`config.mk`:
```
export PLATFORM = sky130hd
export DESIGN_NAME = cmd_arbiter_pclk
export DESIGN_NICKNAME = d
export VERILOG_FILES = /design/src/rtl/cmd_arbiter_pclk.sv
export SDC_FILE = /design/constraint.sdc
export NUM_CORES = 1
export LEC_CHECK = 0
export ABC_AREA = 1
export BUFFER_PORTS_ARGS = -buffer_cell sky130_fd_sc_hd__buf_2
export CORE_MARGIN = 3
export CORE_UTILIZATION = 50
export DETAILED_ROUTE_END_ITERATION = 10
export PLACE_DENSITY = 0.82
export SYNTH_ARGS = -nofsm -noshare
export SYNTH_HDL_FRONTEND = slang
export SYNTH_SLANG_ARGS = --single-unit
```
`constraint.sdc`:
```
create_clock -name PCLK -period 5.45 [get_ports PCLK]
set_input_delay 0.2725 -clock PCLK [delete_from_list [all_inputs] [get_ports PCLK]]
set_output_delay 0.2725 -clock PCLK [all_outputs]
set_load 0.02 [all_outputs]
```
`src/rtl/cmd_arbiter_pclk.sv`:
```
// rtl/cmd_arbiter_pclk.sv - round-robin arbiter and command sequencer for the PCLK handshake master
// Grants one requester at a time, issues its command, waits for completion or aborts on timeout.
module cmd_arbiter_pclk #(
   parameter int NREQ    = 4,
   parameter int ADDR_W  = 10,
   parameter int DATA_W  = 10,
   parameter int TIMEOUT = 255
) (
   input  logic                     PCLK,
   input  logic                     RESET_pclk,
   input  logic [NREQ-1:0]          req_vld,
   input  logic [3*NREQ-1:0]        req_cmd,
   input  logic [ADDR_W*NREQ-1:0]   req_addr,
   input  logic [DATA_W*NREQ-1:0]   req_wdata,
   output logic [NREQ-1:0]          grant,
   output logic [NREQ-1:0]          req_done,
   output logic [DATA_W-1:0]        req_rdata,
   output logic                     req_err,
   output logic                     busy,
   output logic [2:0]               CMD,
   output logic [ADDR_W-1:0]        ADDR,
   output logic [DATA_W-1:0]        WDATA,
   output logic                     ABORT,
   input  logic                     READY_pclk,
   input  logic [DATA_W-1:0]        RDATA_pclk
);

   localparam int PTR_W  = (NREQ > 1) ? $clog2(NREQ) : 1;
   localparam int TCNT_W = $clog2(TIMEOUT + 1);
   localparam logic [TCNT_W-1:0] TLAST = TCNT_W'(TIMEOUT - 1);
   localparam logic [2:0] OP_READ = 3'd1;

   typedef enum logic [2:0] {S_IDLE, S_ISSUE, S_WAIT, S_ABORT, S_DONE} state_t;

   state_t              state_q, state_d;
   logic [PTR_W-1:0]    ptr_q, ptr_d;
   logic [PTR_W-1:0]    idx_q, idx_d;
   logic [2:0]          op_q, op_d;
   logic [2:0]          cmd_q, cmd_d;
   logic [ADDR_W-1:0]   addr_q, addr_d;
   logic [DATA_W-1:0]   wdata_q, wdata_d;
   logic                abort_q, abort_d;
   logic [NREQ-1:0]     grant_q, grant_d;
   logic [NREQ-1:0]     done_q, done_d;
   logic [DATA_W-1:0]   rdata_q, rdata_d;
   logic                err_q, err_d;
   logic                busy_q, busy_d;
   logic [TCNT_W-1:0]   tcnt_q, tcnt_d;
   logic [1:0]          acnt_q, acnt_d;

   logic                found;
   logic [PTR_W-1:0]    win;
   int                  j;
   logic [2:0]          win_cmd;
   logic [ADDR_W-1:0]   win_addr;
   logic [DATA_W-1:0]   win_wdata;

   // Search starts one past the last winner so every requester is reached within NREQ grants.
   always_comb begin
      found = 1'b0;
      win   = ptr_q;
      j     = 0;
      for (int k = 1; k <= NREQ; k++) begin
         j = (int'(ptr_q) + k) % NREQ;
         if (!found && req_vld[j[PTR_W-1:0]]) begin
            found = 1'b1;
            win   = j[PTR_W-1:0];
         end
      end
      win_cmd   = req_cmd[3*int'(win) +: 3];
      win_addr  = req_addr[ADDR_W*int'(win) +: ADDR_W];
      win_wdata = req_wdata[DATA_W*int'(win) +: DATA_W];
   end

   always_comb begin
      state_d = state_q;
      ptr_d   = ptr_q;
      idx_d   = idx_q;
      op_d    = op_q;
      cmd_d   = cmd_q;
      addr_d  = addr_q;
      wdata_d = wdata_q;
      abort_d = abort_q;
      grant_d = grant_q;
      done_d  = '0;
      rdata_d = rdata_q;
      err_d   = err_q;
      tcnt_d  = tcnt_q;
      acnt_d  = acnt_q;
      case (state_q)
         S_IDLE: begin
            if (found && READY_pclk) begin
               ptr_d        = win;
               idx_d        = win;
               op_d         = win_cmd;
               grant_d      = '0;
               grant_d[win] = 1'b1;
               if (win_cmd >= 3'd1 && win_cmd <= 3'd5) begin
                  state_d = S_ISSUE;
                  cmd_d   = win_cmd;
                  addr_d  = win_addr;
                  wdata_d = win_wdata;
                  tcnt_d  = '0;
               end else begin
                  state_d     = S_DONE;
                  done_d[win] = 1'b1;
                  err_d       = 1'b1;
                  rdata_d     = '0;
               end
            end
         end
         S_ISSUE: begin
            tcnt_d = tcnt_q + TCNT_W'(1);
            if (!READY_pclk) begin
               cmd_d   = 3'd0;
               state_d = S_WAIT;
            end else if (tcnt_q >= TLAST) begin
               cmd_d   = 3'd0;
               abort_d = 1'b1;
               acnt_d  = '0;
               state_d = S_ABORT;
            end
         end
         S_WAIT: begin
            tcnt_d = tcnt_q + TCNT_W'(1);
            if (READY_pclk) begin
               rdata_d       = (op_q == OP_READ) ? RDATA_pclk : '0;
               err_d         = 1'b0;
               done_d[idx_q] = 1'b1;
               state_d       = S_DONE;
            end else if (tcnt_q >= TLAST) begin
               abort_d = 1'b1;
               acnt_d  = '0;
               state_d = S_ABORT;
            end
         end
         S_ABORT: begin
            acnt_d = acnt_q + 2'd1;
            if (acnt_q == 2'd3) begin
               abort_d       = 1'b0;
               done_d[idx_q] = 1'b1;
               err_d         = 1'b1;
               rdata_d       = '0;
               state_d       = S_DONE;
            end
         end
         S_DONE: begin
            grant_d = '0;
            err_d   = 1'b0;
            rdata_d = '0;
            abort_d = 1'b0;
            state_d = S_IDLE;
         end
         default: state_d = S_IDLE;
      endcase
      busy_d = (state_d != S_IDLE);
   end

   always_ff @(posedge PCLK or posedge RESET_pclk) begin
      if (RESET_pclk) begin
         state_q <= S_IDLE;
         ptr_q   <= PTR_W'(NREQ - 1);
         idx_q   <= '0;
         op_q    <= '0;
         cmd_q   <= '0;
         addr_q  <= '0;
         wdata_q <= '0;
         abort_q <= 1'b0;
         grant_q <= '0;
         done_q  <= '0;
         rdata_q <= '0;
         err_q   <= 1'b0;
         busy_q  <= 1'b0;
         tcnt_q  <= '0;
         acnt_q  <= '0;
      end else begin
         state_q <= state_d;
         ptr_q   <= ptr_d;
         idx_q   <= idx_d;
         op_q    <= op_d;
         cmd_q   <= cmd_d;
         addr_q  <= addr_d;
         wdata_q <= wdata_d;
         abort_q <= abort_d;
         grant_q <= grant_d;
         done_q  <= done_d;
         rdata_q <= rdata_d;
         err_q   <= err_d;
         busy_q  <= busy_d;
         tcnt_q  <= tcnt_d;
         acnt_q  <= acnt_d;
      end
   end

   assign grant     = grant_q;
   assign req_done  = done_q;
   assign req_rdata = rdata_q;
   assign req_err   = err_q;
   assign busy      = busy_q;
   assign CMD       = cmd_q;
   assign ADDR      = addr_q;
   assign WDATA     = wdata_q;
   assign ABORT     = abort_q;

endmodule

```
# After elaboration in Yosys (flattened, before gate mapping)
# Cells that the tools add are included.
dict set report classes {
  n_addsub 6
  mul 2
  n_div 0
  order_cmp 11
  eq_ne 14
  shifts 3
  mux 62
  n_bitwise 0
  n_reduce_logical 27
}
# operator count
set ops {}
lappend ops {{two-way mux 10 bit} 5}
lappend ops {{one-hot mux 10 bit (4 select lines)} 1}
lappend ops {{variable part select 40 x 32 -> 10 bit} 1}
lappend ops {{variable part select 40 x 7 -> 10 bit} 1}
lappend ops {{two-way mux 3 bit} 10}
lappend ops {{two-way mux 4 bit} 5}
lappend ops {{< comparator 2 x 3 -> 1 bit (second input constant)} 6}
lappend ops {{two-way mux 1 bit} 18}
lappend ops {{two-way mux 8 bit} 2}
lappend ops {{one-hot mux 8 bit (2 select lines)} 1}
lappend ops {{two-way mux 2 bit} 7}
lappend ops {{inequality test 2 bit (second input constant)} 7}
lappend ops {{one-hot mux 3 bit (4 select lines)} 1}
lappend ops {{one-hot mux 4 bit (3 select lines)} 1}
lappend ops {{variable part select 12 x 5 -> 3 bit} 1}
lappend ops {{AND reduction 3 bit} 3}
lappend ops {{adder 8 x 1 -> 8 bit (second input constant)} 1}
lappend ops {{binary-select mux 1 bit (select 2 bit)} 4}
lappend ops {{greater-or-equal comparator 8 bit (second input constant)} 1}
lappend ops {{one-hot mux 1 bit (4 select lines)} 2}
lappend ops {{one-hot mux 4 bit (2 select lines)} 1}
lappend ops {{AND reduction 4 bit} 2}
lappend ops {{nonzero test 4 bit} 2}
lappend ops {{logical AND 1 bit} 7}
lappend ops {{other kinds (22)} 35}
dict set report totals {
  ff_bits 64
  latch_bits 0
  mem_bits_rw 0
  romBits 0
  input_bits 109
  out_inout_bits 44
  memories 0
}

# Longest topological paths before layout
# Gate-level depths: netlist of run 1.
dict set report logic_depth {
  ltp_word 21
  mapped_depth 20
}

# Worst setup path before layout of run 1
# Ideal clock, no wire load.
dict set report synth_timing {
  path_type {register to register}
  start {reg ptr_q[1]}
  end {reg rdata_q[0], in the netlist req_rdata[0]}
  setup_ns 0.117
  arrival_time_ns 2.082
  required_ns 5.333
  setup_slack_ns 3.251
  path_stages_with_launch 20
  period_less_slack_ns 2.199
  path_cell_list {dfstp_2 buf_4 inv_4 nand2_1 nand2_2 nand2_4 nand2_4 inv_4 nand3_4 nand2_8 nand2_1 nand3_1 nand2_2 nor2_4 nand2_4 nand3_2 nand2_2 buf_6 nand2_2 o21ai_2}
}
dict set report synth_between {
  elab_chain_len 19
}
# item line
set synth_rtl {}
lappend synth_rtl {{start, declared} 36} ;# logic [PTR_W-1:0] ptr_q, ptr_d;
lappend synth_rtl {{start signal, assigned} 162} ;# ptr_q <= PTR_W'(NREQ - 1);
lappend synth_rtl {{start signal, assigned} 178} ;# ptr_q <= ptr_d;
lappend synth_rtl {{adder 2 x 1 -> 2 bit} 64} ;# j = (int'(ptr_q) + k) % NREQ;
lappend synth_rtl {{binary-select mux 1 bit (select 2 bit)} 65} ;# if (!found && req_vld[j[PTR_W-1:0]]) begin
lappend synth_rtl {{two-way mux 1 bit (implied by the code)} 65}
lappend synth_rtl {{two-way mux 1 bit} 65}
lappend synth_rtl {{logical NOT 1 bit} 65}
lappend synth_rtl {{logical AND 1 bit} 65}
lappend synth_rtl {{two-way mux 1 bit} 65}
lappend synth_rtl {{logical NOT 1 bit} 65}
lappend synth_rtl {{[... 3 more ...]} --}
lappend synth_rtl {{logical AND 1 bit} 65}
lappend synth_rtl {{two-way mux 2 bit} 65}
lappend synth_rtl {{multiplier 2 x 2 -> 4 bit} 70} ;# win_cmd = req_cmd[3*int'(win) +: 3];
lappend synth_rtl {{variable part select 12 x 5 -> 3 bit} 70}
lappend synth_rtl {{greater-or-equal comparator 3 x 1 -> 1 bit / <= comparator 3 bit (equally long branches)} 98} ;# if (win_cmd >= 3'd1 && win_cmd <= 3'd5) begin
lappend synth_rtl {{logical AND 1 bit} 98}
lappend synth_rtl {{inequality test 2 bit (no source line)} --}
lappend synth_rtl {{AND reduction 5 bit (no source line) *} --}
lappend synth_rtl {{end signal, assigned} 187} ;# rdata_q <= rdata_d;
lappend synth_rtl {{end, declared} 45} ;# logic [DATA_W-1:0] rdata_q, rdata_d;
# Every way passes the cells marked *; elsewhere a longest branch is shown, timed or not. The select of a mux whose other input is x is not followed.
# A chain may end at the register's enable or synchronous reset.

# Worst setup path in the final report of run 1
dict set report layout_timing {
  start {reg ptr_q[0]}
  end {reg cmd_q[0], in the netlist CMD[0]}
}
dict set report layout_between {
  elab_chain_len 19
}
# item line
set layout_rtl {}
lappend layout_rtl {{adder 2 x 1 -> 2 bit} 64}
lappend layout_rtl {{binary-select mux 1 bit (select 2 bit)} 65}
lappend layout_rtl {{two-way mux 1 bit (implied by the code)} 65}
lappend layout_rtl {{two-way mux 1 bit} 65}
lappend layout_rtl {{logical NOT 1 bit} 65}
lappend layout_rtl {{logical AND 1 bit} 65}
lappend layout_rtl {{two-way mux 1 bit} 65}
lappend layout_rtl {{logical NOT 1 bit} 65}
lappend layout_rtl {{[... 3 more ...]} --}
lappend layout_rtl {{logical AND 1 bit} 65}
lappend layout_rtl {{two-way mux 2 bit} 65}
lappend layout_rtl {{multiplier 2 x 2 -> 4 bit} 70}
lappend layout_rtl {{variable part select 12 x 5 -> 3 bit} 70}
lappend layout_rtl {{greater-or-equal comparator 3 x 1 -> 1 bit / <= comparator 3 bit (equally long branches)} 98}
lappend layout_rtl {{logical AND 1 bit} 98}
lappend layout_rtl {{inequality test 2 bit (no source line)} --}
lappend layout_rtl {{AND reduction 4 bit (no source line)} --}
lappend layout_rtl {{end signal, assigned} 181} ;# cmd_q <= cmd_d;
lappend layout_rtl {{end, declared} 39} ;# logic [2:0] cmd_q, cmd_d;
# Several ways; a longest one is shown, not always the timed one. The select of a mux whose other input is x is not followed.

==> results of run 1 <==
==> synthesized netlist by cell type (all sizes together) (3+ instances only) <==
| master | instances | share of area (%) |
|---|---|---|
| nand3b | 4 | 0.76 |
| ha | 3 | 0.95 |
| buf | 17 | 3.2 |
| a22oi | 15 | 2.9 |
| dfrtp | 62 | 39 |
| nand4 | 6 | 0.95 |
| o21ai | 32 | 5.3 |
| nor3 | 3 | 0.38 |
| inv | 46 | 4.5 |
| nand2 | 236 | 26 |
| nand3 | 46 | 7.2 |
| nor2 | 28 | 3.0 |
| a21oi | 8 | 1.0 |
==> power by group <==
part           total, mW  internal [mW]  switching, mW
registers          0.787          0.661          0.126
logic               2.45          0.749           1.70
clock network      0.406          0.223          0.183
==> cell type report <==
cell class                      count  area (µm²)
Clock buffer                       11         141
Multi-Input combinational cell    396        2040
Fill cell                         660        2520
Timing Repair Buffer              156         791
Tap cell                           99         124
Clock inverter                      5        56.3
Inverter                           46         178
Sequential cell                    64        1600
==> state kept, by name, summed over array words and instances, names as in the netlist <==
register	count
req_done	4
tcnt_q	8
req_err	1
grant	4
ptr_q	2
acnt_q	2
ADDR	10
WDATA	10
ABORT	1
idx_q	2
req_rdata	10
busy	1
state_q	3
op_q	3
CMD	3
==> logic make-up (layout without fill, tap and decap cells) <==
kind of cell	after synthesis	count (layout)	synth area share (%)
AO/OA/AOI/OAI	64	64	10.9
XOR/XNOR	2	2	0.444
adder cells (fa/ha/maj)	3	3	0.950
buffers and inverters	65	218	7.86
flip-flops	64	64	40.6
multiplexers	1	1	0.253
AND/OR/NAND/NOR	326	326	39.0
==> worst max path at each step <==
stage	startpoint	to	slack, ns	depth (start not counted)
finish	ptr_q[0]$_DFFE_PP1P_	CMD[0]$_DFFE_PP0P_	2.21	18
global route	ptr_q[0]$_DFFE_PP1P_	CMD[0]$_DFFE_PP0P_	1.92	18
CTS	ptr_q[0]$_DFFE_PP1P_	CMD[0]$_DFFE_PP0P_	2.21	18
detailed placement	ptr_q[0]$_DFFE_PP1P_	CMD[0]$_DFFE_PP0P_	2.26	18
global placement	ptr_q[0]$_DFFE_PP1P_	CMD[0]$_DFFE_PP0P_	2.36	16
floorplan	ptr_q[1]$_DFFE_PP1P_	req_rdata[0]$_DFFE_PP0P_	3.25	19
==> metrics by stage <==
step	hold WS, ns	util [%]
finish	0.157	66.2
CTS	0.184	66.2
global placement	0.453	63.5
detailed placement	0.460	63.5
global route	0.176	66.2
floorplan	0.431	-
==> worst max-delay path, stage by stage, from the launching register on <==
cell	delay, ns
dfstp_2	0.69
inv_2	0.18
nand2_1	0.11
nand2_2	0.09
nand2_4	0.09
nand2_4	0.07
inv_4	0.09
nand3_4	0.09
inv_2	0.06
nand2_1	0.06
nand2_2	0.17
nand3_2	0.09
nand2_2	0.14
nor2_4	0.06
nand2_4	0.07
nand3_2	0.37
inv_2	0.49
nand3_1	0.13
nand2_1	0.10
==> metal layers <==
layer / wire length, µm / track usage, % / vias to the layer above / share of wire, %
met2: 5240 / 39.6 / 160 / 50
li1: - / - / 1987 / -
met5: 0 / 0 / - / 0
met4: 144 / 7.69 / 0 / 1.4
met1: 4370 / 30.9 / 1844 / 42
met3: 703 / 3.82 / 16 / 6.7
==> impl_metrics.yaml, run 1 <==
run_status:
  status: "finished, final reports clean"
synthesis:
  ys_types: 40
  synth-edff-count: 0
  synth_area_per_cell_um2: 7.52
  syn_inst: 525
  syn_area_um2: 3950
  synth_seq_cells: 64
  syn_nets: 637
  yosysSeqAreaShare_pct: 40.6
  ys.warnings.count: 0
  async_reset_ff_share_pct: 100
  synthFlopType: "dfrtp_1"
finish:
  final_cell_area_um2: 4930
  area_growth_pct: 24.8
  drive_gt1_share_pct: 35.4
  layoutNonFillerInstCount: 777
  final_cell_mix: "199 x nand2_1, 152 x buf_2, 62 x dfrtp_1, 40 x inv_1, 38 x nand3_1"
  layout_commonest_cell: "nand2_1"
  antennaDiodeCount: 0
  nets: 785
drt:
  drc_errors: 0
  num_vias: 4007
  via_per_inst: 5.16
  drtIter0Drc: 170
  first_pass_iters: 4
  wl_per_cell_um: 13.5
  antenna_left: 0
  routed_wl_um: 10500
grt:
  grt_use_total_pct: 23.5
  grt_pass1_wl_um: 16700
  grt_pass1_vias: 3694
  grt_overflow_total: 0
  antenna_found_initial: 0
  grt_max_degree: 65
clocking:
  cts_max_path_buffers: 2
  cts_resized: 0
  cts_hold_buf: 0
  clk_pin_slew_worst_paths_ns: 0.08
  numClockSinks: 64
  htree_num_levels: 3
  post_cts_buffers: 0
  cts_tree: "built"
  insertion_delay_ns: 0.33
  root_buffer: "clkbuf_8"
  numCtsBuffers: 9
sta:
  max_freq_ghz: 0.309
  finalSetupViolCount: 0
  worstMarginPinSlew_ns: 0.774
  setup_ws_ns: 2.21
  min_period_over_period_pct: 59.4
  final_max_slew_viol_count: 0
  rsz0062_at_grt: "false"
  setup_tns_ns: 0
  hold_violations: 0
  period_minus_slack_ns: 3.24
  worst_clock_skew_ns: 0.0117
  maxSlewHeadroom_pct: 48.4
placement:
  dp.cells: 761
  io_buffer_count: 152
  place_area_um2: 4730
  gp_congestion: 0.826
  hpwlAfterDp_um: 8120
  pre_cts_ws_ns: 2.26
critical_path:
  cp-end-kind: "flop"
  critPathRequiredTime_ns: 5.72
  worstRegToRegCells: 18
  critPathKind: "flop to flop"
  rrSetupSlack_ns: 2.21
  arrival_ns: 3.51
  rr_startpoint: "ptr_q[0]$_DFFE_PP1P_"
  path_max_fanout: 23
  cp-start-kind: "flop"
  r2r_end: "CMD[0]$_DFFE_PP0P_"
floorplanning:
  row_count: 31
  top_level_ports: 153
  die_h_um: 94.9
  die_x_um: 94.9
  core_um2: 7450
  dieArea_um2: 9000
  start_util_pct: 53.0
job:
  drv_cap: 0
power:
  leakage_nw: 2.74
  power.total_mw: 3.64
  pwr_density_cell_nw_per_um2: 739
  ir_worst_vdd_mv: 0.505
hold_path:
  hold_path.class: "input pin to asynchronous set/reset pin"
Note: power is estimated with default switching activity, not from simulation.
==> inputs of run 2 (changes only) <==
clock period = 3.23 ns   (was 5.45 ns; I/O delays follow)
==> impl_metrics.yaml, run 2 (synthesis gave the netlist of run 1 again) <==
run_status:
  status: "complete, but fails checks"
  violations: "negative hold slack"
finish:
  layout_commonest_cell: "nand2_1"
  nFillCells: 672
  final_cell_area_um2: 4950
  antennaDiodeCount: 0
  final_cell_mix: "199 x nand2_1, 152 x buf_2, 62 x dfrtp_1, 40 x inv_1, 38 x nand3_1"
  nets: 786
  finish.utilization_pct: 66.4
  area_growth_pct: 25.2
  drive_gt1_share_pct: 35.6
grt:
  grt_pass1_wl_um: 16400
  grt_use_total_pct: 23.2
  grt_pass1_vias: 3771
  grt_max_degree: 44
  grt_overflow_total: 0
  antenna_found_initial: 0
drt:
  antenna_left: 0
  drtIter0Drc: 258
  drc_errors: 0
  first_pass_iters: 5
  wl_per_cell_um: 13.3
  routed_wl_um: 10300
  num_vias: 3964
  via_per_inst: 5.10
sta:
  worstMarginPinSlew_ns: 0.864
  worst_clock_skew_ns: 0.00908
  final_max_slew_viol_count: 0
  maxSlewHeadroom_pct: 42.3
  finalSetupViolCount: 0
  period_minus_slack_ns: 2.89
  hold_violations: 8
  min_period_over_period_pct: 89.6
  max_freq_ghz: 0.346
  setup_tns_ns: 0
  whs_ns: -0.00537
  rsz0062_at_grt: "false"
clocking:
  root_buffer: "clkbuf_8"
  cts_max_path_buffers: 2
  htree_num_levels: 3
  cts_hold_buf: 0
  numClockSinks: 64
  numCtsBuffers: 9
  post_cts_buffers: 0
  insertion_delay_ns: 0.34
  clk_pin_slew_worst_paths_ns: 0.07
  cts_resized: 0
  cts_tree: "built"
job:
  drv_cap: 0
floorplanning:
  core_um2: 7450
  die_x_um: 94.9
  top_level_ports: 153
  dieArea_um2: 9000
  row_count: 31
  die_h_um: 94.9
  start_util_pct: 53.0
power:
  ir_worst_vdd_mv: 0.749
  leakage_nw: 2.75
  pwr_density_cell_nw_per_um2: 1240
critical_path:
  worstRegToRegCells: 16
  crit_chain: "inv_2 -> nand2_1 -> nand2_2 -> nand2_4 -> nand2_4 -> inv_4 -> nand3_4 -> nand2_8 -> nor2_2 -> o21ai_2 -> nand2_1 -> nand2_4 -> nand3_2 -> nand2_2 -> nand2_1 -> o21ai_2"
  cp-start-kind: "flop"
  path_max_fanout: 22
  critPathKind: "flop to flop"
  rrSetupSlack_ns: 0.34
  path_delay_family: "simple AND/OR/NAND/NOR gates"
  critPathRequiredTime_ns: 3.48
  slowest_delay_ns: 0.70
  path_buf_inv: 2
  cp-end-kind: "flop"
  crit_slowest_cell: "dfstp_2"
  rr_startpoint: "ptr_q[0]$_DFFE_PP1P_"
  arrival_ns: 3.15
  r2r_end: "req_rdata[9]$_DFFE_PP0P_"
placement:
  place_area_um2: 4740
  hpwlAfterDp_um: 8050
  io_buffer_count: 152
  gp_congestion: 0.851
hold_path:
  hold_path.class: "input pin to asynchronous set/reset pin"
-- run 2: changes by cell type in the layout (fill, tap and decap cells not counted) --
cell / delta
buf_4: +1
clkinv_2: -1
clkbuf_1: -1
clkinv_4: +2
-- run 2: worst max-delay path by stage --
stage,startpoint,end,cells after the start
finish,ptr_q[0]$_DFFE_PP1P_,req_rdata[9]$_DFFE_PP0P_,16
global route,ptr_q[0]$_DFFE_PP1P_,req_rdata[9]$_DFFE_PP0P_,18
CTS,ptr_q[0]$_DFFE_PP1P_,req_rdata[9]$_DFFE_PP0P_,16
detailed placement,ptr_q[0]$_DFFE_PP1P_,req_rdata[9]$_DFFE_PP0P_,16
global placement,ptr_q[0]$_DFFE_PP1P_,req_rdata[9]$_DFFE_PP0P_,16
floorplan,ptr_q[1]$_DFFE_PP1P_,req_rdata[0]$_DFFE_PP0P_,19
-- run 2: final cells by class --
class	count	area [µm²]	share of cell area, %
Multi-Input combinational cell	396	2040	41.2
Timing Repair Buffer	157	798	16.1
Clock inverter	6	68.8	1.39
Clock buffer	10	138	2.78
Tap cell	99	124	2.50
Sequential cell	64	1600	32.4
Inverter	46	178	3.59
-- run 2: power by group --
part           internal (mW)  switching, mW  total (mW)
sequential              1.12          0.214        1.33
combinational           1.28           2.83        4.11
clock                  0.379          0.316       0.696
total                   2.77           3.36        6.13
-- run 2: stage by stage --
stage / hold slack [ns] / std cells / total power [mW] / setup slack [ns]
floorplan: 0.320 / 525 / 4.66 / 1.03
global placement: 0.399 / 762 / 5.31 / 0.522
detailed placement: 0.399 / 762 / 5.46 / 0.372
CTS: 0.0248 / 778 / 6.17 / 0.341
global route: 0.0704 / 778 / 6.72 / 0.0680
finish: -0.00537 / 778 / 6.13 / 0.336
-- run 2: per-layer routing --
metal	vias up	share of wire, %	GRT usage (%)
li1	1984	-	-
met3	17	6.0	5.98
met5	-	0	0
met2	138	49	38.1
met1	1825	44	29.4
met4	0	1.5	8.41
==> inputs of run 3 (changes only) <==
==> constraint.sdc (replaced) <==
create_clock -name PCLK -period 3.23 [get_ports PCLK]
set_input_delay 0 -clock PCLK [delete_from_list [all_inputs] [get_ports PCLK]]
set_output_delay 0 -clock PCLK [all_outputs]
set_load 0.02 [all_outputs]
==> impl_metrics.yaml, run 3 (synthesis gave the netlist of run 1 again) <==
clocking:
  htree_num_levels: 3
  numCtsBuffers: 9
  cts_max_path_buffers: 2
  insertion_delay_ns: 0.37
  clk_pin_slew_worst_paths_ns: 0.10
  numClockSinks: 64
  root_buffer: "clkbuf_8"
  post_cts_buffers: 0
  cts_tree: "built"
finish:
  drive_gt1_share_pct: 32.4
  final_cell_area_um2: 5700
  nets: 858
  final_cell_mix: "199 x nand2_1, 152 x buf_2, 72 x dlygate4sd3_1, 62 x dfrtp_1, 39 x inv_1"
  area_growth_pct: 44.3
  layoutNonFillerInstCount: 852
  finish.utilization_pct: 76.5
  layout_commonest_cell: "nand2_1"
critical_path:
  rrSetupSlack_ns: 0.31
  r2r_end: "ADDR[9]$_DFFE_PP0P_"
  critPathCapture: "ADDR[9]$_DFFE_PP0P_"
  path_max_fanout: 20
  rr_startpoint: "ptr_q[0]$_DFFE_PP1P_"
  critPathKind: "flop to flop"
  cp-end-kind: "flop"
  cp-start-kind: "flop"
  worstRegToRegCells: 16
  arrival_ns: 3.22
  critPathRequiredTime_ns: 3.53
  startpoint: "ptr_q[0]$_DFFE_PP1P_"
sta:
  worstMarginPinSlew_ns: 1.08
  rsz0062_at_grt: "false"
  hold_violations: 0
  max_freq_ghz: 0.342
  setup_ws_ns: 0.305
  setup_tns_ns: 0
  maxSlewHeadroom_pct: 28.0
  min_period_over_period_pct: 90.5
  worst_clock_skew_ns: 0.0262
  finalSetupViolCount: 0
  period_minus_slack_ns: 2.92
  final_max_slew_viol_count: 0
  whs_ns: 0.00143
drt:
  first_pass_iters: 5
  drtIter0Drc: 322
  dr_wl_met3_um: 1160
  routed_wl_um: 14100
  route.layer.met1.wl_um: 5070
  met2WireLength_um: 6850
  via_per_inst: 5.55
  drc_errors: 0
  wl_per_cell_um: 16.5
  highest-signal-layer: "met4"
  num_vias: 4730
  antenna_left: 0
placement:
  dp.cells: 762
  hpwlAfterDp_um: 8110
  io_buffer_count: 152
  gp_congestion: 0.851
  place_area_um2: 4740
  pre_cts_ws_ns: 0.358
power:
  leakage_nw: 3.04
  power.total_mw: 6.56
  pwr_density_cell_nw_per_um2: 1150
  swShare_pct: 55.6
  clkPwrFrac_pct: 12.3
  p_sw_mw: 3.65
  intPower_mw: 2.91
  seq_power_share_pct: 20.4
  p_comb_share_pct: 67.3
  ir_worst_vdd_mv: 0.883
grt:
  antenna_found_initial: 1
  grt_overflow_total: 0
  grt_pass1_vias: 4708
  grt_pass1_wl_um: 22000
  grt_max_degree: 54
  grt_use_total_pct: 31.7
floorplanning:
  die_h_um: 94.9
  die_x_um: 94.9
  row_count: 31
  top_level_ports: 153
  dieArea_um2: 9000
  core_um2: 7450
  start_util_pct: 53.0
job:
  drv_cap: 0
run_status:
  status: "finished, final reports clean"
hold_path:
  hold_path.class: "input pin to flop"
  hold_path_depth: 5
-- run 3: changes by cell type in the layout (fill, tap and decap cells not counted), moves of 2 or more --
cell,previous run,this run
clkinv_4,3,0
dlygate4sd3_1,0,72
clkinvlp_4,1,4
diode_2,0,2
-- run 3: worst min-delay path by stage --
stage / startpoint / to / slack [ns]
global placement: RDATA_pclk[9] / req_rdata[9]$_DFFE_PP0P_ / 0.27
CTS: req_wdata[26] / WDATA[6]$_DFFE_PP0P_ / 0.0001
detailed placement: RDATA_pclk[3] / req_rdata[3]$_DFFE_PP0P_ / 0.27
global route: req_addr[22] / ADDR[2]$_DFFE_PP0P_ / 0.02
finish: req_wdata[5] / WDATA[5]$_DFFE_PP0P_ / 0.001
floorplan: RDATA_pclk[9] / req_rdata[9]$_DFFE_PP0P_ / 0.16
-- run 3: layer usage --
layer	up-vias	track usage (%)
li1	2136	-
met1	2129	36.1
met2	351	51.2
met3	114	7.33
met4	0	24.4
met5	-	0
-- run 3: area by class of cell --
cell class                 count  area (µm²)
timing repair buffer         229        1520
multi-input combinational    396        2040
tap                           99         124
sequential                    64        1600
fill                         522        1750
clock buffer                  10         138
inverter                      46         181
clock inverter                 6        91.3
antenna                        2        5.00
-- run 3: critical path: stages (launching register included) --
cell and delay (ns):
dfstp_2 0.70, inv_2 0.19, nand2_1 0.11, nand2_2 0.09, nand2_4 0.09, nand2_4 0.08, inv_4 0.09, nand3_4 0.08
inv_2 0.07, nand2_1 0.07, nand2_2 0.14, nand2_1 0.11, inv_1 0.52, nand2_1 0.20, nand4_1 0.15, nand2_1 0.07
nand2_1 0.12
-- run 3: timing repair --
action / in CTS / in global routing
hold buffers: 72 / 0
resized for setup: 0 / 1
hold endpoints to repair: 80 / 0
setup endpoints to repair: 0 / 1
-- run 3: power by group through the flow --
| stage | Combinational [mW] | Sequential (mW) | Clock (mW) |
|---|---|---|---|
| global placement | 3.99 | 1.32 | 0 |
| CTS | 4.22 | 1.32 | 0.791 |
| detailed placement | 4.14 | 1.33 | 0 |
| floorplan | 3.16 | 1.50 | 0 |
| finish | 4.41 | 1.34 | 0.806 |
| global route | 4.83 | 1.37 | 0.839 |
